<file path="config.mk">
export PLATFORM = sky130hd
export DESIGN_NAME = ps2_key_event_queue_flat
export DESIGN_NICKNAME = d
export VERILOG_FILES = /design/src/rtl/ps2_pkg.sv /design/src/rtl/ps2_key_event_queue_if.sv /design/src/rtl/ps2_frame_rx.sv /design/src/rtl/ps2_key_event_queue.sv /design/src/flat_wrapper.sv
export SDC_FILE = /design/constraint.sdc
export NUM_CORES = 1
export LEC_CHECK = 0
export CAP_MARGIN = 5
export CORE_UTILIZATION = 57
export CTS_BUF_LIST = sky130_fd_sc_hd__clkbuf_4 sky130_fd_sc_hd__clkbuf_8 sky130_fd_sc_hd__clkbuf_16
export DETAILED_ROUTE_END_ITERATION = 10
export DONT_BUFFER_PORTS = 1
export GPL_ROUTABILITY_DRIVEN = 0
export HOLD_SLACK_MARGIN = 0.06
export PLACE_DENSITY = 0.75
export SYNTH_ARGS = -nofsm -noshare
export SYNTH_HDL_FRONTEND = slang
export SYNTH_SLANG_ARGS = --single-unit
</file>
<file path="constraint.sdc">
create_clock -name clk -period 3 [get_ports clk]
set_input_delay 0.45 -clock clk [delete_from_list [all_inputs] [get_ports clk]]
set_output_delay 0.45 -clock clk [all_outputs]
set_load 0.01 [all_outputs]
</file>
<file path="src/rtl/ps2_pkg.sv">
// Shared definitions for the PS/2 key event queue.
//   PS2_PREFIX_EXT / PS2_PREFIX_BRK : scan-code prefix bytes (E0 extended, F0 break)
//   key_evt_t                       : one queued event {ext, brk, code}
//   dec_state_t                     : prefix decoder states
//   evt_to_key32()                  : expands an event into the legacy 32-bit key word
package ps2_pkg;

  localparam logic [7:0] PS2_PREFIX_EXT = 8'hE0;
  localparam logic [7:0] PS2_PREFIX_BRK = 8'hF0;

  typedef struct packed {
    logic       ext;
    logic       brk;
    logic [7:0] code;
  } key_evt_t;

  typedef enum logic [1:0] {
    IDLE,
    EXT,
    BRK,
    EXT_BRK
  } dec_state_t;

  // Legacy formats: 000000cc, 0000F0cc, 0000E0cc, 00E0F0cc.
  function automatic logic [31:0] evt_to_key32(input key_evt_t evt);
    logic [31:0] key;
    key = {24'h0, evt.code};
    if (evt.ext && evt.brk)
      key[23:8] = {PS2_PREFIX_EXT, PS2_PREFIX_BRK};
    else if (evt.ext)
      key[15:8] = PS2_PREFIX_EXT;
    else if (evt.brk)
      key[15:8] = PS2_PREFIX_BRK;
    return key;
  endfunction

endpackage

</file>
<file path="src/rtl/ps2_key_event_queue_if.sv">
// Event drain port of the PS/2 key event queue.
//   evt_valid : queue non-empty (producer -> consumer)
//   evt_key   : head event in 32-bit key format (producer -> consumer)
//   evt_count : queue occupancy (producer -> consumer)
//   evt_ready : consumer accepts the head event (consumer -> producer)
// master = the queue, slave = the consumer.
interface ps2_key_event_queue_if #(
  parameter int CNT_W = 4
);

  logic             evt_valid;
  logic             evt_ready;
  logic [31:0]      evt_key;
  logic [CNT_W-1:0] evt_count;

  modport master (output evt_valid, evt_key, evt_count, input evt_ready);
  modport slave  (input evt_valid, evt_key, evt_count, output evt_ready);

endinterface

</file>
<file path="src/rtl/ps2_frame_rx.sv">
// PS/2 frame receiver: synchronises the raw lines, samples data on each
// ps2_clk falling edge, checks start/parity/stop on the 11th bit and abandons
// partial frames after TIMEOUT_CYCLES clocks without a falling edge.
//   clk, clrn            : system clock, async active-low reset
//   ps2_clk, ps2_data    : raw PS/2 lines
//   byte_valid           : one-cycle pulse, byte_data holds a good byte
//   byte_data            : received byte (LSB first on the wire)
//   frame_err            : one-cycle pulse on a bad frame or timeout
module ps2_frame_rx #(
  parameter int SYNC_STAGES    = 2,
  parameter int TIMEOUT_CYCLES = 50000
) (
  input  logic       clk,
  input  logic       clrn,
  input  logic       ps2_clk,
  input  logic       ps2_data,
  output logic       byte_valid,
  output logic [7:0] byte_data,
  output logic       frame_err
);

  localparam int TW = $clog2(TIMEOUT_CYCLES + 1);

  logic [SYNC_STAGES-1:0] clk_sync;
  logic [SYNC_STAGES-1:0] data_sync;
  logic                   clk_prev;
  logic                   fall;
  logic                   data_bit;
  logic [3:0]             bit_cnt;
  logic [9:0]             shift;
  logic [TW-1:0]          idle_cnt;
  logic [10:0]            frame;
  logic                   frame_ok;

  assign fall     = clk_prev & ~clk_sync[SYNC_STAGES-1];
  assign data_bit = data_sync[SYNC_STAGES-1];

  // Frame as it stands once the 11th bit is included: [0] start, [8:1] data,
  // [9] parity, [10] stop. Odd parity means data+parity has an odd popcount.
  assign frame    = {data_bit, shift};
  assign frame_ok = ~frame[0] & frame[10] & (^frame[9:1]);

  always_ff @(posedge clk or negedge clrn) begin
    if (!clrn) begin
      // Lines idle high, so reset the synchronisers high to avoid a false edge.
      clk_sync   <= '1;
      data_sync  <= '1;
      clk_prev   <= 1'b1;
      bit_cnt    <= '0;
      shift      <= '0;
      idle_cnt   <= '0;
      byte_valid <= 1'b0;
      byte_data  <= '0;
      frame_err  <= 1'b0;
    end else begin
      // NOTE: non-blocking assignments make every register here read the
      // previous-cycle value of the others, which is what a flop chain is.
      clk_sync   <= {clk_sync[SYNC_STAGES-2:0], ps2_clk};
      data_sync  <= {data_sync[SYNC_STAGES-2:0], ps2_data};
      clk_prev   <= clk_sync[SYNC_STAGES-1];
      byte_valid <= 1'b0;
      frame_err  <= 1'b0;

      if (fall) begin
        idle_cnt <= '0;
        if (bit_cnt == 4'd10) begin
          bit_cnt <= '0;
          if (frame_ok) begin
            byte_valid <= 1'b1;
            byte_data  <= frame[8:1];
          end else begin
            frame_err <= 1'b1;
          end
        end else begin
          shift   <= {data_bit, shift[9:1]};
          bit_cnt <= bit_cnt + 4'd1;
        end
      end else if (bit_cnt != 4'd0) begin
        if (idle_cnt == TW'(TIMEOUT_CYCLES - 1)) begin
          bit_cnt   <= '0;
          idle_cnt  <= '0;
          frame_err <= 1'b1;
        end else begin
          idle_cnt <= idle_cnt + 1'b1;
        end
      end
    end
  end

endmodule

</file>
<file path="src/rtl/ps2_key_event_queue.sv">
// PS/2 keyboard decoder with an event FIFO.
//   clk, clrn    : system clock, async active-low reset
//   ps2_clk/data : raw PS/2 lines
//   en           : decode enable (0 discards bytes, idles the decoder)
//   ovf_clr      : clears the sticky overflow flag
//   evt          : drain port (evt_valid/evt_ready/evt_key/evt_count)
//   cur_key      : most recently decoded event, 32-bit legacy format
//   overflow     : sticky, an event was dropped on a full FIFO
//   frame_err    : one-cycle pulse on a bad frame or timeout
module ps2_key_event_queue
  import ps2_pkg::*;
#(
  parameter int FIFO_DEPTH      = 8,
  parameter int SYNC_STAGES     = 2,
  parameter int TIMEOUT_CYCLES  = 50000,
  parameter int SUPPRESS_REPEAT = 1
) (
  input  logic                         clk,
  input  logic                         clrn,
  input  logic                         ps2_clk,
  input  logic                         ps2_data,
  input  logic                         en,
  input  logic                         ovf_clr,
  ps2_key_event_queue_if.master        evt,
  output logic [31:0]                  cur_key,
  output logic                         overflow,
  output logic                         frame_err
);

  localparam int AW    = $clog2(FIFO_DEPTH);
  localparam int CNT_W = AW + 1;

  logic       byte_valid;
  logic [7:0] byte_data;
  logic       byte_ok;

  ps2_frame_rx #(
    .SYNC_STAGES    (SYNC_STAGES),
    .TIMEOUT_CYCLES (TIMEOUT_CYCLES)
  ) u_rx (
    .clk        (clk),
    .clrn       (clrn),
    .ps2_clk    (ps2_clk),
    .ps2_data   (ps2_data),
    .byte_valid (byte_valid),
    .byte_data  (byte_data),
    .frame_err  (frame_err)
  );

  assign byte_ok = byte_valid & en;

  // ---------------- prefix decoder ----------------
  dec_state_t state;
  dec_state_t state_nxt;
  logic       emit;
  key_evt_t   emit_evt;
  logic       last_make_valid;
  logic [8:0] last_make;       // {ext, code}
  logic       repeat_hit;
  logic       fire;

  always_comb begin
    // NOTE: every output of a combinational block gets a default first, so no
    // path leaves it unassigned and no latch is inferred.
    state_nxt = state;
    emit      = 1'b0;
    emit_evt  = '0;
    if (byte_ok) begin
      if (byte_data == PS2_PREFIX_EXT) begin
        state_nxt = EXT;
      end else if (byte_data == PS2_PREFIX_BRK) begin
        state_nxt = (state == EXT || state == EXT_BRK) ? EXT_BRK : BRK;
      end else begin
        state_nxt     = IDLE;
        emit          = 1'b1;
        emit_evt.ext  = (state == EXT || state == EXT_BRK);
        emit_evt.brk  = (state == BRK || state == EXT_BRK);
        emit_evt.code = byte_data;
      end
    end
  end

  // A typematic repeat is a make of the key already held down.
  assign repeat_hit = (SUPPRESS_REPEAT != 0) && emit && !emit_evt.brk &&
                      last_make_valid && (last_make == {emit_evt.ext, emit_evt.code});
  assign fire = emit && !repeat_hit;

  always_ff @(posedge clk or negedge clrn) begin
    if (!clrn) begin
      state           <= IDLE;
      last_make_valid <= 1'b0;
      last_make       <= '0;
      cur_key         <= '0;
    end else begin
      if (!en) begin
        state           <= IDLE;
        last_make_valid <= 1'b0;
      end else begin
        state <= state_nxt;
        if (fire) begin
          if (!emit_evt.brk) begin
            last_make_valid <= 1'b1;
            last_make       <= {emit_evt.ext, emit_evt.code};
          end else if (last_make == {emit_evt.ext, emit_evt.code}) begin
            last_make_valid <= 1'b0;
          end
        end
      end
      // cur_key follows every emitted event, even one the FIFO drops.
      if (fire)
        cur_key <= evt_to_key32(emit_evt);
    end
  end

  // ---------------- event FIFO ----------------
  key_evt_t       mem [FIFO_DEPTH];
  logic [AW-1:0]  wr_ptr;
  logic [AW-1:0]  rd_ptr;
  logic [CNT_W-1:0] count;
  logic           full;
  logic           pop;
  logic           push;
  logic           drop;

  assign full = (count == CNT_W'(FIFO_DEPTH));
  assign pop  = (count != '0) && evt.evt_ready;
  assign push = fire && (!full || pop);
  assign drop = fire && full && !pop;

  always_ff @(posedge clk or negedge clrn) begin
    if (!clrn) begin
      wr_ptr   <= '0;
      rd_ptr   <= '0;
      count    <= '0;
      overflow <= 1'b0;
    end else begin
      if (push) wr_ptr <= wr_ptr + 1'b1;
      if (pop)  rd_ptr <= rd_ptr + 1'b1;
      case ({push, pop})
        2'b10:   count <= count + 1'b1;
        2'b01:   count <= count - 1'b1;
        default: count <= count;
      endcase
      if (drop)
        overflow <= 1'b1;
      else if (ovf_clr)
        overflow <= 1'b0;
    end
  end

  // NOTE: storage has no reset; an entry is only read after it was written,
  // and the output is masked while the FIFO is empty.
  always_ff @(posedge clk) begin
    if (push)
      mem[wr_ptr] <= emit_evt;
  end

  assign evt.evt_valid = (count != '0);
  assign evt.evt_count = count;
  assign evt.evt_key   = (count != '0) ? evt_to_key32(mem[rd_ptr]) : 32'h0;

endmodule

</file>
<file path="src/flat_wrapper.sv">
// flat-port wrapper written by rule: the top's interface ports become plain ports
module ps2_key_event_queue_flat import ps2_pkg::*;
#(
  parameter int FIFO_DEPTH      = 8,
  parameter int SYNC_STAGES     = 2,
  parameter int TIMEOUT_CYCLES  = 50000,
  parameter int SUPPRESS_REPEAT = 1
)
  (clk, clrn, ps2_clk, ps2_data, en, ovf_clr, cur_key, overflow, frame_err, evt_evt_valid, evt_evt_key, evt_evt_count, evt_evt_ready);
  ps2_key_event_queue_if #(.CNT_W(($clog2(FIFO_DEPTH) + 1))) evt_i ();
  input  logic clk;
  input  logic clrn;
  input  logic ps2_clk;
  input  logic ps2_data;
  input  logic en;
  input  logic ovf_clr;
  output logic [31:0] cur_key;
  output logic overflow;
  output logic frame_err;
  output wire logic [$bits(evt_i.evt_valid)-1:0] evt_evt_valid;
  output wire logic [$bits(evt_i.evt_key)-1:0] evt_evt_key;
  output wire logic [$bits(evt_i.evt_count)-1:0] evt_evt_count;
  input wire logic [$bits(evt_i.evt_ready)-1:0] evt_evt_ready;
  assign evt_evt_valid = evt_i.evt_valid;
  assign evt_evt_key = evt_i.evt_key;
  assign evt_evt_count = evt_i.evt_count;
  assign evt_i.evt_ready = evt_evt_ready;
  ps2_key_event_queue #(.FIFO_DEPTH(FIFO_DEPTH), .SYNC_STAGES(SYNC_STAGES), .TIMEOUT_CYCLES(TIMEOUT_CYCLES), .SUPPRESS_REPEAT(SUPPRESS_REPEAT)) u_core (.clk(clk), .clrn(clrn), .ps2_clk(ps2_clk), .ps2_data(ps2_data), .en(en), .ovf_clr(ovf_clr), .evt(evt_i), .cur_key(cur_key), .overflow(overflow), .frame_err(frame_err));
endmodule
</file>
[Word level (Yosys, flattened, before mapping)]
Memory sizes are Yosys's and may differ from the RTL's.
Cells that the tools add are included.
Cells by class
  add/subtract/negate cells: 6
  equality and inequality tests: 14
  muxes and demuxes: 44
  bitwise logic cells: 8
  reductions and logical operators: 29
Operator list (count)
  two-way mux 8 bit: 8
  two-way mux 16 bit: 3
  two-way mux 10 bit: 3
  two-way mux 24 bit: 1
  two-way mux 1 bit: 20
  adder 16 x 1 -> 16 bit, second input constant: 1
  equality test 16 bit, second input constant: 1
  equality test 8 bit, second input constant: 2
  two-way mux 4 bit: 4
  logical AND 1 bit: 10
  equality test 9 bit: 1
  XOR reduction 9 bit: 1
  adder 4 x 1 -> 4 bit, second input constant: 2
  equality test 4 bit, second input constant: 2
  two-way mux 2 bit: 4
  one-hot mux 4 bit (2 select lines): 1
  nonzero test 2 bit: 4
  nonzero test 4 bit: 2
  adder 3 x 1 -> 3 bit, second input constant: 2
  equality test 2 bit, second input constant: 3
  AND reduction 2 bit: 3
  AND reduction 3 bit: 2
  bitwise AND 1 bit: 4
  equality test 2 x 1 -> 1 bit, second input constant: 2
  other kinds (6): 15
Storage, ports and cells
  flip-flop bits (word level): 92
  RAM bits: 80
  bits of input ports: 7
  output and inout port bits: 71
  logic and storage cells: 119
  memories: 1
Memories
  u_core.mem: words 8, width 10, read ports 1, clocked after memory_dff 0, write ports 1, line ps2_key_event_queue.sv:116  | key_evt_t mem [FIFO_DEPTH];

[Longest topological paths before layout]
Gate-level depths: netlist (run 1).
  depth after elaboration: 14
  mapped depth: 13

[By module]
From an unflattened synthesis (run 1), not the netlist that was laid out.
Second synthesis, totals
  cells, all modules: 543
  area total of the unflattened synthesis: 7455.9 µm²
Modules (own cells, without submodules)
  ps2_key_event_queue: times used 1, cells an instance 351, area an instance 5298.8 µm², sequential area each 3253.1 µm²
  ps2_frame_rx: times used 1, cells an instance 192, area an instance 2157.1 µm², sequential area each 1132.3 µm²

[Worst setup path after synthesis (run 1)]
OpenSTA, ideal clock, no wires.
  kind: register -> register
  from: register u_core.u_rx.byte_data[3]
  to: memory u_core.mem[2][0] in the netlist's numbering (enable)
  setup time: 407 ps
  data arrival time: 2576 ps
  slack: 16 ps
  cell stages (with the launch flop): 7
  path buffers: 0
  clock period less this slack: 2984 ps
  cell sequence: dfrtp_1 > nor4_4 > a311o_1 > a221oi_2 > nand4_4 > nand2_2 > nor4b_1
Between the ends
  longest elaborated chain between the ends: 13
  elaborated cells on any way between the ends: 18
  those cells by class: 3 x eq/ne; 8 x mux; 7 x reduce/logical
RTL lines
  start, declared: line ps2_frame_rx.sv:18  | output logic [7:0] byte_data,
  start signal, assigned: line ps2_frame_rx.sv:70  | byte_data <= frame[8:1];
  parallel branches: the longest is 9 deep, another holds two-way mux 10 bit
  logical AND 1 bit *: line ps2_key_event_queue.sv:86  | assign fire = emit && !repeat_hit;
  logical AND 1 bit *: line ps2_key_event_queue.sv:127  | assign push = fire && (!full || pop);
  two-way mux 1 bit *: line ps2_key_event_queue.sv:154  | if (push)
  two-way mux 1 bit (implied by the code) *: line ps2_key_event_queue.sv:155  | mem[wr_ptr] <= emit_evt;
  end, declared: line ps2_key_event_queue.sv:116
Mark *: on every way between the ends.

[Final worst setup path (run 1)]
  from: register u_core.u_rx.byte_data[7]
  to: register u_core.count[2] (netlist: u_core.evt.evt_count[2])
Between the ends
  longest elaborated chain between the ends: 13
  elaborated cells on any way between the ends: 20
  those cells by class: 5 x eq/ne; 7 x mux; 8 x reduce/logical
RTL lines
  parallel branches: the longest is 9 deep, another holds two-way mux 10 bit
  logical AND 1 bit *: line ps2_key_event_queue.sv:86
  logical AND 1 bit *: line ps2_key_event_queue.sv:127
  equality test 2 x 1 -> 1 bit / equality test 2 bit (equally long branches): line ps2_key_event_queue.sv:139  | case ({push, pop})
  one-hot mux 4 bit (2 select lines) / nonzero test 2 bit (equally long branches)
  end signal, assigned: line ps2_key_event_queue.sv:140  | 2'b10: count <= count + 1'b1;
  end signal, assigned: line ps2_key_event_queue.sv:141  | 2'b01: count <= count - 1'b1;
  end signal, assigned: line ps2_key_event_queue.sv:142  | default: count <= count;
  end, declared: line ps2_key_event_queue.sv:119  | logic [CNT_W-1:0] count;
Marks and branches as above.
A chain may end at the register's enable or synchronous reset.

==> results of run 1 <==
[through the flow]
| step | setup WS, ns | util [%] | area (um^2) | total power, mW |
|---|---|---|---|---|
| 6_report | 0.165 | 65.7 | 8060 | 5.90 |
| 5_1_grt | 0.00139 | 65.7 | 8060 | 6.19 |
| 3_3_place_gp | 0.241 | 60.6 | 7430 | 3.86 |
| 3_5_place_dp | 0.135 | 60.6 | 7430 | 3.91 |
| 2_1_floorplan | 0.0161 | - | 7410 | 3.68 |
| 4_1_cts | 0.108 | 65.6 | 8040 | 5.95 |
[flip-flops by register name, summed over array words and instances (netlist names)]
name	cells
u_core.mem	80
u_core.u_rx.idle_cnt	16
u_core.cur_key	11
u_core.u_rx.shift	10
u_core.last_make	9
u_core.u_rx.byte_data	8
u_core.evt.evt_count	4
u_core.u_rx.bit_cnt	4
u_core.rd_ptr	3
u_core.wr_ptr	3
u_core.state	2
u_core.u_rx.clk_sync	2
u_core.u_rx.data_sync	2
u_core.last_make_valid	1
u_core.overflow	1
u_core.u_rx.byte_valid	1
u_core.u_rx.clk_prev	1
u_core.u_rx.frame_err	1
[layer usage]
layer	track usage (%)	vias up	wire length, um
met3	7.49	20	701
li1	-	1924	-
met1	26.0	2113	5510
met4	7.19	0	159
met5	0	-	0
met2	37.5	101	6970
[path summary, 6_finish.rpt]
kind	from	cells past startpoint	endpoint	slack (ns)
max in group asynchronous	clrn	2	u_core.u_rx.data_sync[0]	2.07
worst max register to register	u_core.u_rx.byte_data[7]	13	u_core.evt.evt_count[2]	0.17
min in group asynchronous	clrn	2	u_core.u_rx.idle_cnt[2]	0.60
worst min-delay path	ovf_clr	1	u_core.overflow	0.13
worst max-delay path	u_core.u_rx.byte_data[7]	13	u_core.evt.evt_count[2]	0.17
worst min register to register	u_core.u_rx.data_sync[0]	0	u_core.u_rx.data_sync[1]	0.36
[cell families after synthesis]
kind of cell / synth area share, %
other: 0.0514
xor gates and xnor gates: 3.48
AOI/OAI and AO/OA: 4.87
muxes: 12.2
buffers and inverters: 5.94
adders and majority gates: 1.54
DFF: 60.2
and+or+nand+nor: 11.7
[power groups by stage]
stage / clock [mW] / sequential [mW] / combinational (mW)
finish: 2.01 / 2.66 / 1.22
global route: 2.14 / 2.69 / 1.35
CTS: 2.05 / 2.67 / 1.24
detailed placement: 0 / 2.71 / 1.20
global placement: 0 / 2.70 / 1.16
floorplan: 0 / 2.61 / 1.07
[cell type report]
cell class              instances  share of cell area (%)
flip-flops and latches        159                    54.5
multi-input cells             344                    32.6
repair buffers                 28                    2.95
well taps                     168                    2.61
clock inverters                12                    1.41
clock buffers                  19                    5.47
inverters                      10                   0.466
[synthesized netlist by cell type (all sizes together) (3+ instances only)]
library cell	number	share of area [%]
a21oi	5	0.34
a31oi	4	0.34
and2	8	0.70
and3	7	0.60
buf	51	5.1
clkbuf	7	0.36
dfrtp	74	25
dfstp	5	1.8
edfxtp	80	33
ha	9	1.5
inv	10	0.51
mux2	28	4.7
mux2i	10	1.4
mux4	20	6.2
nand2	57	3.0
nand2b	6	0.51
nand3	10	0.69
nand3b	4	0.41
nand4	7	0.81
nor2	32	1.6
nor2b	6	0.51
nor3	8	0.55
nor4	6	0.93
nor4b	3	0.36
o21ai	20	1.4
xnor2	16	1.9
xor2	13	1.6
[timing repair]
item	in CTS	in global routing
hold endpoints to repair	81	0
endpoints found under the setup margin	0	12
setup buffers	0	1
resized for setup	0	3
hold buffers	4	0
[worst max-delay path, delay by kind of cell, from the launching register on]
kind	cells	cell delay [ns]
xor gates and xnor gates	4	0.58
adders and majority gates	2	0.44
DFF	1	0.49
and+or+nand+nor	3	0.30
AOI/OAI and AO/OA	3	0.71
buffers and inverters	1	0.18
==> impl_metrics.toml, run 1 <==
[run_status]
status = "complete, no violations"

[sta]
slew_worst_pin_ns = 0.707
max-slew-margin-rel_pct = 52.8
worst_hold_margin_ns = 0.130
report.final.setup_viol = 0
slew_violations = 0
achievable_clock_frequency_mhz = 353
final_period_minus_worst_setup_slack_ns = 2.83
finClkSkew_ns = 0.0107
rsz0062_at_grt = "false"
setup_tns_ns = 0
finalHoldViolations = 0
period_share_pct = 94.5

[synthesis]
synth.avg_cell_area_um2 = 13.6
synth_ff_type = "sky130_fd_sc_hd__edfxtp_1"
synth_sequential_area_ratio_pct = 60.2
yosys.cell_types.count = 61
postSynthCellCount = 538
ys_warn_count = 0
synth_edf_count = 80
async_reset_ff_share_pct = 49.7
netlist_area_um2 = 7290
ys_seq_elements = 159

[finish]
final-instance-count-excl-fill = 740
layout.cells.most_common = "sky130_fd_sc_hd__edfxtp_1"
post_route_cells_drive_above_1_share_pct = 22.6
ant_cells = 0
n_fill_cell = 875
finalNetCount = 576
multi_input_combinational_cell_area_um2 = 2630
ff_latch_area_um2 = 4390
area_growth_syn_to_layout_pct = 10.5
most-common-layout-cells = "sky130_fd_sc_hd__edfxtp_1 (80), sky130_fd_sc_hd__dfrtp_1 (73), sky130_fd_sc_hd__nand2_1 (54)"

[setup_path]
slowest_delay_ns = 0.49
critPathKind = "reg2reg"
worstPathMaxFanout = 10
crit_top_cell = "sky130_fd_sc_hd__xor2_1"
critical_path.slowest_cell = "sky130_fd_sc_hd__dfrtp_2"
critical_path.cell_chain = "xor2_1 -> a2111o_1 -> a311oi_1 -> buf_4 -> nand4_4 -> nand2_2 -> ha_1 -> xor2_1 -> ha_1 -> a21oi_1 -> xor2_1 -> nor2_1 -> xor2_1"
timing.critical_path.arrival_ns = 3.13
timing.critical_path.to_type = "register"
startpoint_type = "register"
worst-endpoint-required_ns = 3.30

[cts]
tritoncts.num_buffers = 17
path_clk_slew_ns = 0.06
clk_latency_ns = 0.43
htreeDepth = 4
clock-root-buffer = "sky130_fd_sc_hd__clkbuf_16"
numClockSinks = 159
cts_max_path_buffers = 2
cts_tree = "built"

[global_route]
track_usage_pct = 21.9
grt_pass1_wl_mm = 21.2
gr-total-overflow = 0
via_count_of_the_first_global_routing_pass = 4150
maximum_number_of_pins_on_one_net_before_global_route_repair = 80
antenna_found_initial = 0

[pwr]
power.density_nw_per_um2 = 732
p_sw_share_pct = 29.8
power_frac_comb_pct = 20.7
switching_power_total_mw = 1.76
worst_ir_drop_vdd_uv = 474
power_report.internal_total_mw = 4.14
p_clk_share_pct = 34.1
p_leak_nw = 3.25
power_frac_seq_pct = 45.2

[run]
max_cap_viol_count = 0

[detailed_routing]
number_of_design_rule_violations_left_by_the_first_detailed_router_iteration = 253
route.final.wire_length_mm = 13.3
via_per_inst = 5.62
vias = 4158
number_of_detailed_routing_iterations_run_before_antenna_repair = 4
post_drt_wl_per_cell_um = 18.0
antenna_nets_post_route = 0
drc = 0

[die]
initial_core_util_pct = 59.5
die_h_um = 115
ios = 78
placeableCoreArea_um2 = 12300
die_area_um2 = 13200
die_width_um = 115
fp-row-count = 40

[placed_design]
dp.final_hpwl_mm = 8.81
dpl.cell_count = 704
placement.io_buffers = 0

[min_path]
min_path_type = "in2reg"
No activity file was read; power rests on OpenSTA's default activity.
==> run 2: changes to the inputs <==
--- a/config.mk
+++ b/config.mk
@@ -8,6 +8,7 @@
 export CAP_MARGIN = 5
 export CORE_UTILIZATION = 57
 export CTS_BUF_LIST = sky130_fd_sc_hd__clkbuf_4 sky130_fd_sc_hd__clkbuf_8 sky130_fd_sc_hd__clkbuf_16
+export CTS_CLUSTER_SIZE = 16
 export DETAILED_ROUTE_END_ITERATION = 10
 export DONT_BUFFER_PORTS = 1
 export GPL_ROUTABILITY_DRIVEN = 0
==> results of run 2 <==
Same layout as run 1: the final DEF is identical, and so are final timing and power.
==> run 3: changes to the inputs <==
==> constraint.sdc (replaced) <==
create_clock -name clk -period 2.42 [get_ports clk]
set_input_delay 0.363 -clock clk [delete_from_list [all_inputs] [get_ports clk]]
set_output_delay 0.363 -clock clk [all_outputs]
set_load 0.01 [all_outputs]
==> run 3 against run 2 <==
  * Critical path type unchanged
  * The run now ends with setup timing left
  * Die area unchanged
  * Clock-buffer cell count up 3
  * Clock skew down 0.0022 ns
==> impl_metrics.toml, run 3 (synthesis gave the netlist of run 1 again) <==
[detailed_routing]
number_of_design_rule_violations_left_by_the_first_detailed_router_iteration = 336
route.final.wire_length_mm = 14.9
antenna_nets_post_route = 0
drc = 0
number_of_detailed_routing_iterations_run_before_antenna_repair = 5
via_per_inst = 5.70
vias = 4464
post_drt_wl_per_cell_um = 19.0

[pwr]
power_frac_seq_pct = 42.4
p_leak_nw = 3.51
power_frac_comb_pct = 23.3
switching_power_total_mw = 2.30
p_clk_share_pct = 34.4
p_sw_share_pct = 29.7
power_report.internal_total_mw = 5.43
power.density_nw_per_um2 = 900
worst_ir_drop_vdd_uv = 582

[cts]
clk_latency_ns = 0.43
htreeDepth = 4
cts_max_path_buffers = 2
tritoncts.num_buffers = 17
cts_tree = "built"
clock-root-buffer = "sky130_fd_sc_hd__clkbuf_16"
path_clk_slew_ns = 0.06
numClockSinks = 159

[die]
ios = 78
die_width_um = 115
placeableCoreArea_um2 = 12300
fp-row-count = 40
initial_core_util_pct = 59.5
die_h_um = 115
die_area_um2 = 13200

[placed_design]
placement.io_buffers = 0
placement.cell_area_um2 = 7660
dp.final_hpwl_mm = 9.24

[setup_path]
worstPathMaxFanout = 3
critical_path.slowest_cell = "sky130_fd_sc_hd__dfrtp_1"
cell_family_contributing_the_most_delay_on_the_critical_path = "compound AO/OA/AOI/OAI gates"
r2r_setup_slack_ns = -0.21
startpoint_type = "register"
worst_r2r_endpoint = "u_core.evt.evt_count[2]"
critPathKind = "reg2reg"
timing.critical_path.to_type = "register"
r2r_start = "u_core.u_rx.byte_data[0]"
crit_top_cell = "sky130_fd_sc_hd__xor2_1"
worst-endpoint-required_ns = 2.77
slowest_delay_ns = 0.40
critical_path.n_buffers_inverters = 1
timing.critical_path.arrival_ns = 2.98
critical_path.cell_chain = "nor4_4 -> buf_4 -> a311o_1 -> a221oi_2 -> nand4_4 -> nand2_4 -> ha_4 -> xor2_1 -> ha_1 -> a21oi_2 -> xor2_1 -> nor2_1 -> xor2_1"
reg2regPathDepth = 13

[finish]
most-common-layout-cells = "sky130_fd_sc_hd__edfxtp_1 (80), sky130_fd_sc_hd__dfrtp_1 (71), sky130_fd_sc_hd__nand2_1 (54)"
fin_util_pct = 70.1
ant_cells = 0
multi_input_combinational_cell_area_um2 = 2740
post_route_cells_drive_above_1_share_pct = 29.8
finish.instance_area_um2 = 8590
ff_latch_area_um2 = 4390
largest-register = "u_core.mem"
reg_top3 = "u_core.mem: 80 flops, u_core.u_rx.idle_cnt: 16 flops, u_core.cur_key: 11 flops"
number_of_flip_flops_under_the_largest_register_name = 80
area_growth_syn_to_layout_pct = 17.8
n_fill_cell = 833
finalNetCount = 618
layout.cells.most_common = "sky130_fd_sc_hd__edfxtp_1"

[global_route]
track_usage_pct = 23.8
via_count_of_the_first_global_routing_pass = 4416
maximum_number_of_pins_on_one_net_before_global_route_repair = 80
antenna_found_initial = 0
grt_pass1_wl_mm = 23.0
gr-total-overflow = 0

[sta]
period_share_pct = 109
max-slew-margin-rel_pct = 50.4
slew_violations = 0
report.final.setup_viol = 13
worst_slack_ns = -0.214
rsz0062_at_grt = "true"
slew_worst_pin_ns = 0.741
final_period_minus_worst_setup_slack_ns = 2.63
achievable_clock_frequency_mhz = 380
finalHoldViolations = 0
finClkSkew_ns = 0.00858

[run_status]
failed_checks = "setup timing"
status = "complete, but fails checks"

[run]
max_cap_viol_count = 0

[min_path]
min_to = "u_core.overflow"
whs_path_depth = 2
holdCritStartpoint = "evt_evt_ready"
min_path_type = "in2reg"
run 3: per-layer routing:
metal	GRT usage, %	wire length, um	vias up
met5	0	0	-
met4	9.18	387	0
met3	6.91	812	34
met2	41.2	7780	151
met1	28.1	5910	2262
li1	-	-	2017
run 3: cell type report:
| type | instances | share of cell area (%) |
|---|---|---|
| Timing Repair Buffer | 70 | 7.24 |
| Clock inverter | 10 | 1.17 |
| Inverter | 10 | 0.437 |
| Clock buffer | 22 | 5.74 |
| Tap cell | 168 | 2.45 |
| Multi-Input combinational cell | 344 | 31.9 |
| Sequential cell | 159 | 51.1 |
run 3: through the flow:
step / std cells / hold WS (ns) / power, mW / TNS [ns] / setup WS [ns]
6_report: 783 / 0.208 / 7.73 / -0.892 / -0.214
2_1_floorplan: 571 / 0.0674 / 4.60 / -9.99 / -0.389
3_5_place_dp: 728 / 0.0688 / 4.96 / -0.715 / -0.266
3_3_place_gp: 728 / 0.0699 / 4.88 / -0.268 / -0.138
4_1_cts: 773 / 0.191 / 7.69 / -0.468 / -0.192
5_1_grt: 783 / 0.203 / 8.09 / -2.93 / -0.326
run 3: worst max path at each step:
stage / start / to / slack [ns] / cells after the start
floorplan: u_core.u_rx.byte_data[3] / u_core.mem[0][0] / -0.39 / 6
global placement: u_core.u_rx.byte_data[7] / u_core.evt.evt_count[2] / -0.14 / 12
detailed placement: u_core.u_rx.byte_data[2] / u_core.evt.evt_count[2] / -0.27 / 13
CTS: u_core.u_rx.byte_data[7] / u_core.evt.evt_count[2] / -0.19 / 12
global route: u_core.u_rx.byte_data[0] / u_core.evt.evt_count[2] / -0.33 / 13
finish: u_core.u_rx.byte_data[0] / u_core.evt.evt_count[2] / -0.21 / 13
run 3: power groups by stage:
stage                     registers [mW]  clock network [mW]  logic [mW]
after floorplan                     3.24                   0        1.36
after global placement              3.32                   0        1.57
after detailed placement            3.33                   0        1.63
after CTS                           3.28                2.70        1.72
after global routing                3.31                2.80        1.97
final                               3.28                2.66        1.80
run 3: what timing repair did:
| action | 4_1_cts | 5_1_grt |
|---|---|---|
| buffers inserted | 7 | 7 |
| endpoints found under the setup margin | 46 | 69 |
| hold endpoints to repair | 85 | 0 |
| gates resized for setup | 10 | 36 |
| hold buffers | 6 | 0 |
| gates cloned | 0 | 4 |
| pin swaps | 8 | 13 |
